`src/rtl/mem_port_arbiter_pkg.sv`:
```
// mem_port_arbiter_pkg
//   Shared types for the CPU / debug-loader memory port arbiter.
//   arb_state_t : arbiter FSM state (last grant owner, or debug lock).
//   arb_owner_t : which requester was granted most recently.
package mem_port_arbiter_pkg;

  typedef enum logic [1:0] {
    ST_IDLE,
    ST_CPU_OWN,
    ST_DBG_OWN,
    ST_DBG_LOCKED
  } arb_state_t;

  typedef enum logic {
    OWNER_CPU,
    OWNER_DBG
  } arb_owner_t;

  // Width of the consecutive-contested-grant counter (MAX_HOLD <= 7).
  localparam int HOLD_W = 3;

endpackage

```
`src/rtl/mem_port_arbiter.sv`:
```
// mem_port_arbiter
//   Arbitrates a single synchronous-read memory port between the CPU datapath
//   and a debug loader. Grants are combinational in the accepting cycle; read
//   data returns one cycle later on the requester that issued the read.
//
//   Ports
//     clock, reset                 : clock, synchronous active-high reset
//     cpu_req/we/addr/wdata        : CPU request (held until cpu_gnt)
//     cpu_gnt/stall/rvalid/rdata   : CPU grant, stall, read return
//     dbg_req/we/lock/addr/wdata   : debug request, dbg_lock keeps ownership
//     dbg_gnt/rvalid/rdata         : debug grant, read return
//     mem_we/addr/wdata, mem_rdata : memory port A (1-cycle read latency)
//
//   Build option
//     ARB_ROUND_ROBIN_EN : contention goes to the requester not granted last.
//     Undefined (default): CPU wins contention, except that after MAX_HOLD
//     consecutive contested CPU grants the debug loader gets one turn.
import mem_port_arbiter_pkg::*;

module mem_port_arbiter #(
  parameter int ADDR_W   = 10,
  parameter int DATA_W   = 16,
  parameter int MAX_HOLD = 4
) (
  input  logic              clock,
  input  logic              reset,
  input  logic              cpu_req,
  input  logic              cpu_we,
  input  logic [ADDR_W-1:0] cpu_addr,
  input  logic [DATA_W-1:0] cpu_wdata,
  output logic              cpu_gnt,
  output logic              cpu_stall,
  output logic              cpu_rvalid,
  output logic [DATA_W-1:0] cpu_rdata,
  input  logic              dbg_req,
  input  logic              dbg_we,
  input  logic              dbg_lock,
  input  logic [ADDR_W-1:0] dbg_addr,
  input  logic [DATA_W-1:0] dbg_wdata,
  output logic              dbg_gnt,
  output logic              dbg_rvalid,
  output logic [DATA_W-1:0] dbg_rdata,
  output logic              mem_we,
  output logic [ADDR_W-1:0] mem_addr,
  output logic [DATA_W-1:0] mem_wdata,
  input  logic [DATA_W-1:0] mem_rdata
);

  arb_state_t state, state_nxt;
  logic       rd_pend_cpu, rd_pend_dbg;
  logic       contest, locked;

`ifdef ARB_ROUND_ROBIN_EN
  arb_owner_t last_owner;
`else
  logic [HOLD_W-1:0] hold, hold_nxt, hold_inc;
  logic              prev_dbg;
`endif

  assign contest = cpu_req & dbg_req;
  // Lock only binds while dbg_lock stays high; the first unlocked cycle is
  // arbitrated normally with the debug loader as previous owner.
  assign locked  = (state == ST_DBG_LOCKED) & dbg_lock;

  always_comb begin
    cpu_gnt   = 1'b0;
    dbg_gnt   = 1'b0;
    state_nxt = ST_IDLE;
    if (reset) begin
      cpu_gnt = 1'b0;
      dbg_gnt = 1'b0;
    end else if (locked) begin
      dbg_gnt = dbg_req;
    end else if (contest) begin
`ifdef ARB_ROUND_ROBIN_EN
      if (last_owner == OWNER_CPU) dbg_gnt = 1'b1;
      else                         cpu_gnt = 1'b1;
`else
      if (state == ST_CPU_OWN && hold == HOLD_W'(MAX_HOLD)) dbg_gnt = 1'b1;
      else                                                  cpu_gnt = 1'b1;
`endif
    end else begin
      cpu_gnt = cpu_req;
      dbg_gnt = dbg_req;
    end

    if (locked)       state_nxt = ST_DBG_LOCKED;
    else if (dbg_gnt) state_nxt = dbg_lock ? ST_DBG_LOCKED : ST_DBG_OWN;
    else if (cpu_gnt) state_nxt = ST_CPU_OWN;
    else              state_nxt = ST_IDLE;
  end

`ifndef ARB_ROUND_ROBIN_EN
  // Counts consecutive contested grants won by the same requester. A grant
  // that changes ownership restarts the run at 1 (it is the first win of the
  // new owner), so the CPU gets exactly MAX_HOLD contested grants per turn.
  assign hold_inc = (hold == HOLD_W'(MAX_HOLD)) ? hold : hold + HOLD_W'(1);
  assign prev_dbg = (state == ST_DBG_OWN) | (state == ST_DBG_LOCKED);

  always_comb begin
    hold_nxt = '0;
    if (!contest)     hold_nxt = '0;
    else if (cpu_gnt) hold_nxt = (state == ST_CPU_OWN) ? hold_inc : HOLD_W'(1);
    else if (dbg_gnt) hold_nxt = prev_dbg ? hold_inc : HOLD_W'(1);
    else              hold_nxt = hold;
  end
`endif

  always_ff @(posedge clock) begin
    if (reset) begin
      state       <= ST_IDLE;
      rd_pend_cpu <= 1'b0;
      rd_pend_dbg <= 1'b0;
`ifdef ARB_ROUND_ROBIN_EN
      last_owner  <= OWNER_DBG;
`else
      hold        <= '0;
`endif
    end else begin
      state       <= state_nxt;
      rd_pend_cpu <= cpu_gnt & ~cpu_we;
      rd_pend_dbg <= dbg_gnt & ~dbg_we;
`ifdef ARB_ROUND_ROBIN_EN
      if (cpu_gnt)      last_owner <= OWNER_CPU;
      else if (dbg_gnt) last_owner <= OWNER_DBG;
`else
      hold        <= hold_nxt;
`endif
    end
  end

  // Memory port follows the granted requester; quiet when nobody is granted.
  always_comb begin
    mem_we    = 1'b0;
    mem_addr  = '0;
    mem_wdata = '0;
    if (cpu_gnt) begin
      mem_we    = cpu_we;
      mem_addr  = cpu_addr;
      mem_wdata = cpu_wdata;
    end else if (dbg_gnt) begin
      mem_we    = dbg_we;
      mem_addr  = dbg_addr;
      mem_wdata = dbg_wdata;
    end
  end

  // A read pending from the previous cycle is dropped if reset is asserted
  // in its return cycle, so nothing escapes while reset is high.
  assign cpu_rvalid = rd_pend_cpu & ~reset;
  assign dbg_rvalid = rd_pend_dbg & ~reset;
  assign cpu_rdata  = cpu_rvalid ? mem_rdata : '0;
  assign dbg_rdata  = dbg_rvalid ? mem_rdata : '0;
  assign cpu_stall  = cpu_req & ~cpu_gnt & ~reset;

endmodule

```
`config.mk`:
```
export PLATFORM = sky130hd
export DESIGN_NAME = mem_port_arbiter
export DESIGN_NICKNAME = d
export VERILOG_FILES = /design/src/rtl/mem_port_arbiter_pkg.sv /design/src/rtl/mem_port_arbiter.sv
export SDC_FILE = /design/constraint.sdc
export NUM_CORES = 1
export LEC_CHECK = 0
export CAP_MARGIN = 10
export CORE_AREA = 2 2 54 56
export DETAILED_ROUTE_END_ITERATION = 8
export DIE_AREA = 0 0 56 58
export DONT_BUFFER_PORTS = 1
export REMOVE_ABC_BUFFERS = 1
export SLEW_MARGIN = 20
export SYNTH_ARGS = -nofsm -noshare
export SYNTH_HDL_FRONTEND = slang
export SYNTH_SLANG_ARGS = --single-unit
```
`constraint.sdc`:
```
create_clock -name clock -period 2.95 [get_ports clock]
set_input_delay 0 -clock clock [delete_from_list [all_inputs] [get_ports clock]]
set_output_delay 0 -clock clock [all_outputs]
set_load 0.02 [all_outputs]
```
After elaboration in Yosys (flattened, before gate mapping):

Index checks and enable logic that the tools add are counted.

* $add $sub $neg: 1
* eq/ne operators: 4
* mux-type cells: 25
* bitwise logic cells: 14
* reduce and logical (&&, ||, !) cells: 3

Operators with widths (count)
* $mux W16: 4
* $mux W10: 2
* $mux W3: 5
* $mux W1: 12
* $and A1 B1 Y1: 8
* $not A1 Y1: 5
* $eq A2 B2 Y1 const B: 2
* $mux W2: 2
* $add A3 B1 Y3 const B: 1
* $eq A3 B3 Y1 const B: 1
* $eq A2 B1 Y1 const B: 1
* $reduce_bool A2 Y1: 1
* $reduce_or A2 Y1: 1
* $logic_and A1 B1 Y1: 1
* $or A1 B1 Y1: 1

* register bits after elaboration: 7
* bits of input ports: 75
* output and inout bits: 64
* logic and storage cells: 51

Logic depth before layout (Yosys ltp):

Gate-level depths: netlist of run 1.

* word-level depth: 9
* mapped depth: 6
* gate-level depth less buffers: 5

Worst setup path after synthesis of run 1:

No wires, ideal clock.

* path type: register -> output
* start: register hold[0]
* end: output mem_addr[0]
* data arrival time: 1.488 ns
* required time: 2.950 ns
* setup slack: 1.462 ns
* cell stages (with the launch flop): 7
* buffers on the path: 1
* cell sequence: dfxtp_1 -> inv_1 -> ha_1 -> nand3b_1 -> a311oi_4 -> buf_6 -> a22o_1

* word-level cells in the longest chain between the ends: 8
* elaborated cells on any way between the ends: 12
* those cells by class: 1 x eq/ne; 10 x mux; 1 x reduce/logical

Ends and longest elaborated chain
* start: declaration: RTL line mem_port_arbiter.sv:56 `logic [HOLD_W-1:0] hold, hold_nxt, hold_inc;`
* start signal: assignment: RTL line mem_port_arbiter.sv:127 `hold <= hold_nxt;`
* $eq A3 B3 Y1: RTL line mem_port_arbiter.sv:79 `if (state == ST_CPU_OWN && hold == HOLD_W'(MAX_HOLD)) dbg_gnt = 1'b1;`
* $logic_and A1 B1 Y1: RTL line mem_port_arbiter.sv:79
* $mux W1: RTL line mem_port_arbiter.sv:79
* $mux W1: RTL line mem_port_arbiter.sv:74 `end else if (contest) begin`
* $mux W1: RTL line mem_port_arbiter.sv:72 `end else if (locked) begin`
* $mux W1: RTL line mem_port_arbiter.sv:69 `if (reset) begin`
* named net dbg_gnt: RTL line mem_port_arbiter.sv:40 `output logic dbg_gnt,`
* $mux W10: RTL line mem_port_arbiter.sv:141 `end else if (dbg_gnt) begin`
* $mux W10: RTL line mem_port_arbiter.sv:137 `if (cpu_gnt) begin`
* end: declaration: RTL line mem_port_arbiter.sv:44 `output logic [ADDR_W-1:0] mem_addr,`

The timed path passes the listed nets, and every way through them passes these cells.

Worst setup path after layout of run 1:

* start: register hold[0]
* end: output mem_wdata[3]

* elaborated cells on any way between the ends: 12
* those cells by class: 1 x eq/ne; 10 x mux; 1 x reduce/logical

RTL lines
* $eq A3 B3 Y1: RTL line mem_port_arbiter.sv:79
* $logic_and A1 B1 Y1: RTL line mem_port_arbiter.sv:79
* $mux W1: RTL line mem_port_arbiter.sv:79
* $mux W1: RTL line mem_port_arbiter.sv:74
* $mux W1: RTL line mem_port_arbiter.sv:72
* $mux W1: RTL line mem_port_arbiter.sv:69
* named net cpu_gnt: RTL line mem_port_arbiter.sv:31 `output logic cpu_gnt,`
* $mux W16: RTL line mem_port_arbiter.sv:137
* end: declaration: RTL line mem_port_arbiter.sv:45 `output logic [DATA_W-1:0] mem_wdata,`

The timed path passes the listed nets, and every way through them passes these cells.

==> results.sh, run 1 <==
export IMPL_synth_seq_cells=7
export IMPL_fill_cells=280
export IMPL_num_vias=919
export IMPL_slew_headroom=0.302
export IMPL_grt_max_degree=32
export IMPL_tritoncts="built"
export IMPL_drive_above_1_share=0.115
export IMPL_hold_class="in -> reg"
export IMPL_fp_dieH_um=58
export IMPL_io_pins=139
export IMPL_via_per_inst=6.38
export IMPL_clock_latency_ns=0.24
export IMPL_wire_per_inst_um=19.3
export IMPL_crit_arrival_ns=2.25
export IMPL_grt_pass1_vias=804
export IMPL_fin_nets=191
export IMPL_htreeDepth=1
export IMPL_final_cells=144
export IMPL_yosysTopAreaCell="a22o_1"
export IMPL_yosys_warnings=0
export IMPL_cts_root_buf="clkbuf_4"
export IMPL_hp_start="dbg_req"
export IMPL_period_minus_slack_ns=2.25
export IMPL_reg2reg_depth=5
export IMPL_post_place_cells=136
export IMPL_gp_congestion=0.901
export IMPL_final_cell_mix="32 x and2_1, 23 x a22o_1, 7 x dfxtp_1"
export IMPL_rows=19
export IMPL_drtIter0Drc=39
export IMPL_firstDrtPassIters=4
export IMPL_tightest_slew_ns=1.05
export IMPL_holdPathEnd="hold[0]$_SDFFE_PP0P_"
export IMPL_critPathLaunchType="register"
export IMPL_cts_setup_buffers=0
export IMPL_initial_core_util=0.346
export IMPL_worstSetupPathType="reg -> out"
export IMPL_period_share=0.764
export IMPL_cts_inserted_buffers=3
export IMPL_hold_viol=0
export IMPL_avgSynthCellArea_sq_um=8.23
export IMPL_grt_pass1_wl_um=3870
export IMPL_cts_buffer_depth=2
export IMPL_setup_viol=0
export IMPL_cts_resized=0
export IMPL_hold_buffers=4
export IMPL_fp_coreArea_sq_um=2660
export IMPL_ys_seq_area_frac=0.152
export IMPL_final_common_cell="and2_1"
export IMPL_num_antenna_cells=0
export IMPL_synth_area_sq_um=922
export IMPL_io_buffers=0
export IMPL_grt_overflow_total=0
export IMPL_syn_instance_count=112
export IMPL_status="finished clean"
export IMPL_die_w_um=56
export IMPL_track_usage=0.153
export IMPL_drcViolationCount=0
export IMPL_syn_to_final_growth_pct=4.75
export IMPL_place_hpwl_um=2390
export IMPL_worstHoldPathCells=3
export IMPL_reg2reg_from="hold[0]$_SDFFE_PP0P_"
export IMPL_crit_fanout=30
export IMPL_cts_clk_slew_worst_paths_ns=0.05
export IMPL_skew_ns=0.00184
export IMPL_synth_top_cell_area_share=0.218
export IMPL_cap_violations=0
export IMPL_wl_um=2770
export IMPL_cp_end_kind="output port"
export IMPL_rr_endpoint="rd_pend_cpu$_SDFF_PP0_"
export IMPL_clock_sinks=7
export IMPL_synth_area_leaders="a22o_1 22%, and2_1 22%, dfxtp_1 15%"
export IMPL_synth_cell_types=31
export IMPL_p_per_area_nw_per_um2=300
export IMPL_ir_drop_mv=0.119
export IMPL_drtAntennaViolNets=0
export IMPL_p_leak_nw=0.399
export IMPL_antenna_found_initial=0
export IMPL_reg2reg_slack_ns=1.08
export IMPL_rsz0062_at_grt="false"
export IMPL_fin_setup_tns_ns=0
export IMPL_dieArea_sq_um=3250
export IMPL_max_freq_mhz=444
export IMPL_required_ns=2.95
export IMPL_slew_violations=0
[report_power, final]
part / leakage [nW] / total [mW] / internal, mW / switching (mW)
Clock: 0.0150 / 0.0852 / 0.0515 / 0.0337
Combinational: 0.327 / 0.103 / 0.0350 / 0.0681
Sequential: 0.0572 / 0.101 / 0.0978 / 0.00321
[critical path, cell delays in order, from the launching register on]
cell	delay, ns
dfxtp_1	0.37
inv_1	0.06
ha_1	0.24
nand3_1	0.12
o211a_1	0.79
a22o_1	0.42
[flip-flops by register name, summed over array words and instances (netlist names)]
name and cells:
rd_pend_dbg 1, state 2, rd_pend_cpu 1, hold 3
[area by class of cell]
class / instances / area (sq um) / area share
clock buffer: 4 / 26.3 / 0.0272
inverter: 3 / 11.3 / 0.0117
tap: 31 / 38.8 / 0.0402
timing repair buffer: 5 / 47.5 / 0.0492
sequential: 7 / 140 / 0.145
multi-input combinational: 94 / 702 / 0.727
[synth_stat cells]
master,count
a211o_1,1
a21boi_0,1
a21oi_1,1
a22o_1,23
a22o_2,4
a311oi_4,1
and2_1,32
and2b_1,2
and3_1,2
and4_1,1
buf_2,1
buf_6,5
clkbuf_1,2
dfxtp_1,7
ha_1,2
inv_1,3
nand2_1,5
nand2b_2,1
nand2b_4,1
nand3_1,2
nand3b_1,1
nor2_1,2
nor2b_1,3
nor2b_2,1
nor3_1,1
nor4b_1,1
o211a_1,1
o21ai_0,2
o32ai_1,1
or2_2,1
xnor2_1,1
[per-layer routing]
| layer | part of all wire | vias to the layer above | GRT usage |
|---|---|---|---|
| met5 | 0 | - | 0 |
| met3 | 0.13 | 2 | 0.0379 |
| met1 | 0.31 | 418 | 0.153 |
| met2 | 0.55 | 90 | 0.301 |
| met4 | 0.011 | 0 | 0.0612 |
| li1 | - | 409 | - |
[metrics by stage]
| stage | power, mW | utilization | hold WS (ns) | cell area, sq um | worst slack [ns] |
|---|---|---|---|---|---|
| 2_1_floorplan | 0.191 | - | 0.0716 | 853 | 0.976 |
| 3_3_place_gp | 0.200 | 0.338 | 0.0752 | 900 | 1.03 |
| 3_5_place_dp | 0.203 | 0.338 | 0.0766 | 900 | 0.942 |
| 4_1_cts | 0.296 | 0.363 | 0.0789 | 966 | 0.661 |
| 5_1_grt | 0.305 | 0.363 | 0.0990 | 966 | 0.500 |
| 6_report | 0.289 | 0.363 | 0.0949 | 966 | 0.696 |
[cell families (layout without fill, tap and decap cells)]
logic type      after synthesis  count (layout)  synth area share
simple gates                 56              56             0.380
compound gates               35              35             0.345
fa+ha+maj                     2               2            0.0271
flops                         7               7             0.152
buf+inv                      11              12            0.0868
xor+xnor                      1               1           0.00950
[how the worst max path moves through the flow]
stage	startpoint	end	slack, ns	cells past startpoint
floorplan	hold[0]$_SDFFE_PP0P_	mem_addr[0]	0.98	5
global placement	hold[0]$_SDFFE_PP0P_	mem_wdata[3]	1.03	5
global route	hold[0]$_SDFFE_PP0P_	mem_addr[8]	0.50	5
detailed placement	hold[0]$_SDFFE_PP0P_	mem_wdata[3]	0.94	5
CTS	hold[0]$_SDFFE_PP0P_	mem_wdata[3]	0.66	5
finish	hold[0]$_SDFFE_PP0P_	mem_wdata[3]	0.70	5
(Power assumes the default switching activity.)
==> inputs of run 2 (changes only) <==
==> constraint.sdc (replaced) <==
create_clock -name clock -period 2 [get_ports clock]
set_input_delay 0 -clock clock [delete_from_list [all_inputs] [get_ports clock]]
set_output_delay 0 -clock clock [all_outputs]
set_load 0.02 [all_outputs]
==> run 2 against run 1 <==
Net effect:
- critical path depth rose by 1
- first-iteration DRC count down 36%
- setup slack got worse by 0.55 ns
- power up 52%
- global-route usage shrank 0.061 points
- sequential power up 48%
- via count up 0.98%
- die area unchanged
- critical path type unchanged
==> results.sh, run 2 (same netlist as run 1, synthesis figures left out) <==
export IMPL_period_minus_slack_ns=1.85
export IMPL_grt_overflow_total=0
export IMPL_max_freq_mhz=540
export IMPL_antenna_found_initial=0
export IMPL_critPathLaunchType="register"
export IMPL_power_internal_mw=0.279
export IMPL_cts_buffer_depth=2
export IMPL_cts_root_buf="clkbuf_4"
export IMPL_via_per_inst=6.23
export IMPL_switching_share=0.367
export IMPL_cts_inserted_buffers=3
export IMPL_place_hpwl_um=2420
export IMPL_p_leak_nw=0.428
export IMPL_slew_violations=0
export IMPL_num_antenna_cells=0
export IMPL_die_w_um=56
export IMPL_initial_core_util=0.346
export IMPL_drive_above_1_share=0.153
export IMPL_final_cell_mix="32 x and2_1, 23 x a22o_1, 7 x dfxtp_1"
export IMPL_required_ns=2.00
export IMPL_drtIter0Drc=25
export IMPL_dieArea_sq_um=3250
export IMPL_period_share=0.926
export IMPL_gp_congestion=0.729
export IMPL_io_pins=139
export IMPL_p_switching_mw=0.162
export IMPL_clockPowerShare=0.297
export IMPL_p_per_area_nw_per_um2=434
export IMPL_fin_setup_tns_ns=0
export IMPL_cap_violations=0
export IMPL_skew_ns=0.00303
export IMPL_track_usage=0.152
export IMPL_num_vias=928
export IMPL_fp_coreArea_sq_um=2660
export IMPL_cts_setup_buffers=0
export IMPL_wl_um=2790
export IMPL_drcViolationCount=0
export IMPL_clock_latency_ns=0.26
export IMPL_io_buffers=0
export IMPL_status="finished clean"
export IMPL_cp_end_kind="output port"
export IMPL_htreeDepth=1
export IMPL_cts_resized=0
export IMPL_tritoncts="built"
export IMPL_setup_viol=0
export IMPL_fp_dieH_um=58
export IMPL_largest_registers="hold: 3 flops, state: 2 flops"
export IMPL_grt_max_degree=32
export IMPL_firstDrtPassIters=4
export IMPL_fin_nets=196
export IMPL_grt_pass1_vias=778
export IMPL_hold_class="in -> reg"
export IMPL_largest_reg_flops=3
export IMPL_rows=19
export IMPL_wire_per_inst_um=18.7
export IMPL_cts_clk_slew_worst_paths_ns=0.05
export IMPL_seqPwrFrac=0.338
export IMPL_worstSetupPathType="reg -> out"
export IMPL_comb_power_share=0.364
export IMPL_top_register="hold"
export IMPL_grt_pass1_wl_um=3840
export IMPL_p_total_mw=0.441
export IMPL_post_place_cells=141
export IMPL_final_cells=149
export IMPL_tightest_slew_ns=0.324
export IMPL_crit_arrival_ns=1.85
export IMPL_rsz0062_at_grt="false"
export IMPL_ir_drop_mv=0.201
export IMPL_final_core_util=0.382
export IMPL_syn_to_final_growth_pct=10.2
export IMPL_fill_cells=291
export IMPL_slew_headroom=0.783
export IMPL_drtAntennaViolNets=0
export IMPL_crit_fanout=31
export IMPL_final_common_cell="and2_1"
export IMPL_clock_sinks=7
export IMPL_hold_viol=0
==> run 2: final timing paths <==
path	endpoint	slack [ns]	cells after the start	start
worst max register to register	state[1]$_SDFF_PP0_	0.48	6	hold[0]$_SDFFE_PP0P_
worst min-delay path	hold[0]$_SDFFE_PP0P_	0.07	3	dbg_req
worst max-delay path	mem_wdata[1]	0.15	6	hold[0]$_SDFFE_PP0P_
worst min register to register	hold[2]$_SDFFE_PP0P_	0.57	2	hold[2]$_SDFFE_PP0P_
==> run 2: cell type report <==
type,count,area (sq um),share of cell area
Multi-Input combinational cell,94,702,0.691
Sequential cell,7,140,0.138
Timing Repair Buffer,10,97.6,0.0961
Tap cell,31,38.8,0.0382
Clock buffer,4,26.3,0.0259
Inverter,3,11.3,0.0111
==> run 2: through the flow <==
| stage | setup slack [ns] | area [sq um] | hold slack, ns |
|---|---|---|---|
| 6_report | 0.147 | 1020 | 0.0692 |
| 5_1_grt | 0.0531 | 1020 | 0.0755 |
| 3_3_place_gp | 0.471 | 950 | 0.0751 |
| 3_5_place_dp | 0.409 | 950 | 0.0775 |
| 4_1_cts | 0.131 | 1020 | 0.0678 |
| 2_1_floorplan | 0.0264 | 853 | 0.0716 |
==> run 2: timing repair <==
action / 4_1_cts / 5_1_grt
hold buffers: 4 / 0
setup endpoints to repair: 0 / 0
endpoints found under the hold margin: 6 / 0
==> run 2: metal layers <==
metal / global-route usage / vias up / wire length, um
met5: 0 / - / 0
met4: 0.0816 / 0 / 56
met3: 0.0491 / 4 / 430
met2: 0.303 / 96 / 1500
met1: 0.135 / 411 / 798
li1: - / 417 / -
==> run 2: worst max-delay path: stages (launching register included) <==
cell and delay [ns]:
dfxtp_1 0.33, inv_1 0.06, ha_1 0.22, nand3b_1 0.14
a311oi_4 0.31, buf_12 0.22, a22o_1 0.29
==> run 2: power groups by stage <==
stage / clock network [mW] / logic [mW] / registers [mW]
6_report: 0.131 / 0.161 / 0.149
3_5_place_dp: 0 / 0.156 / 0.152
3_3_place_gp: 0 / 0.153 / 0.151
4_1_cts: 0.136 / 0.163 / 0.149
5_1_grt: 0.143 / 0.170 / 0.150
2_1_floorplan: 0 / 0.131 / 0.151
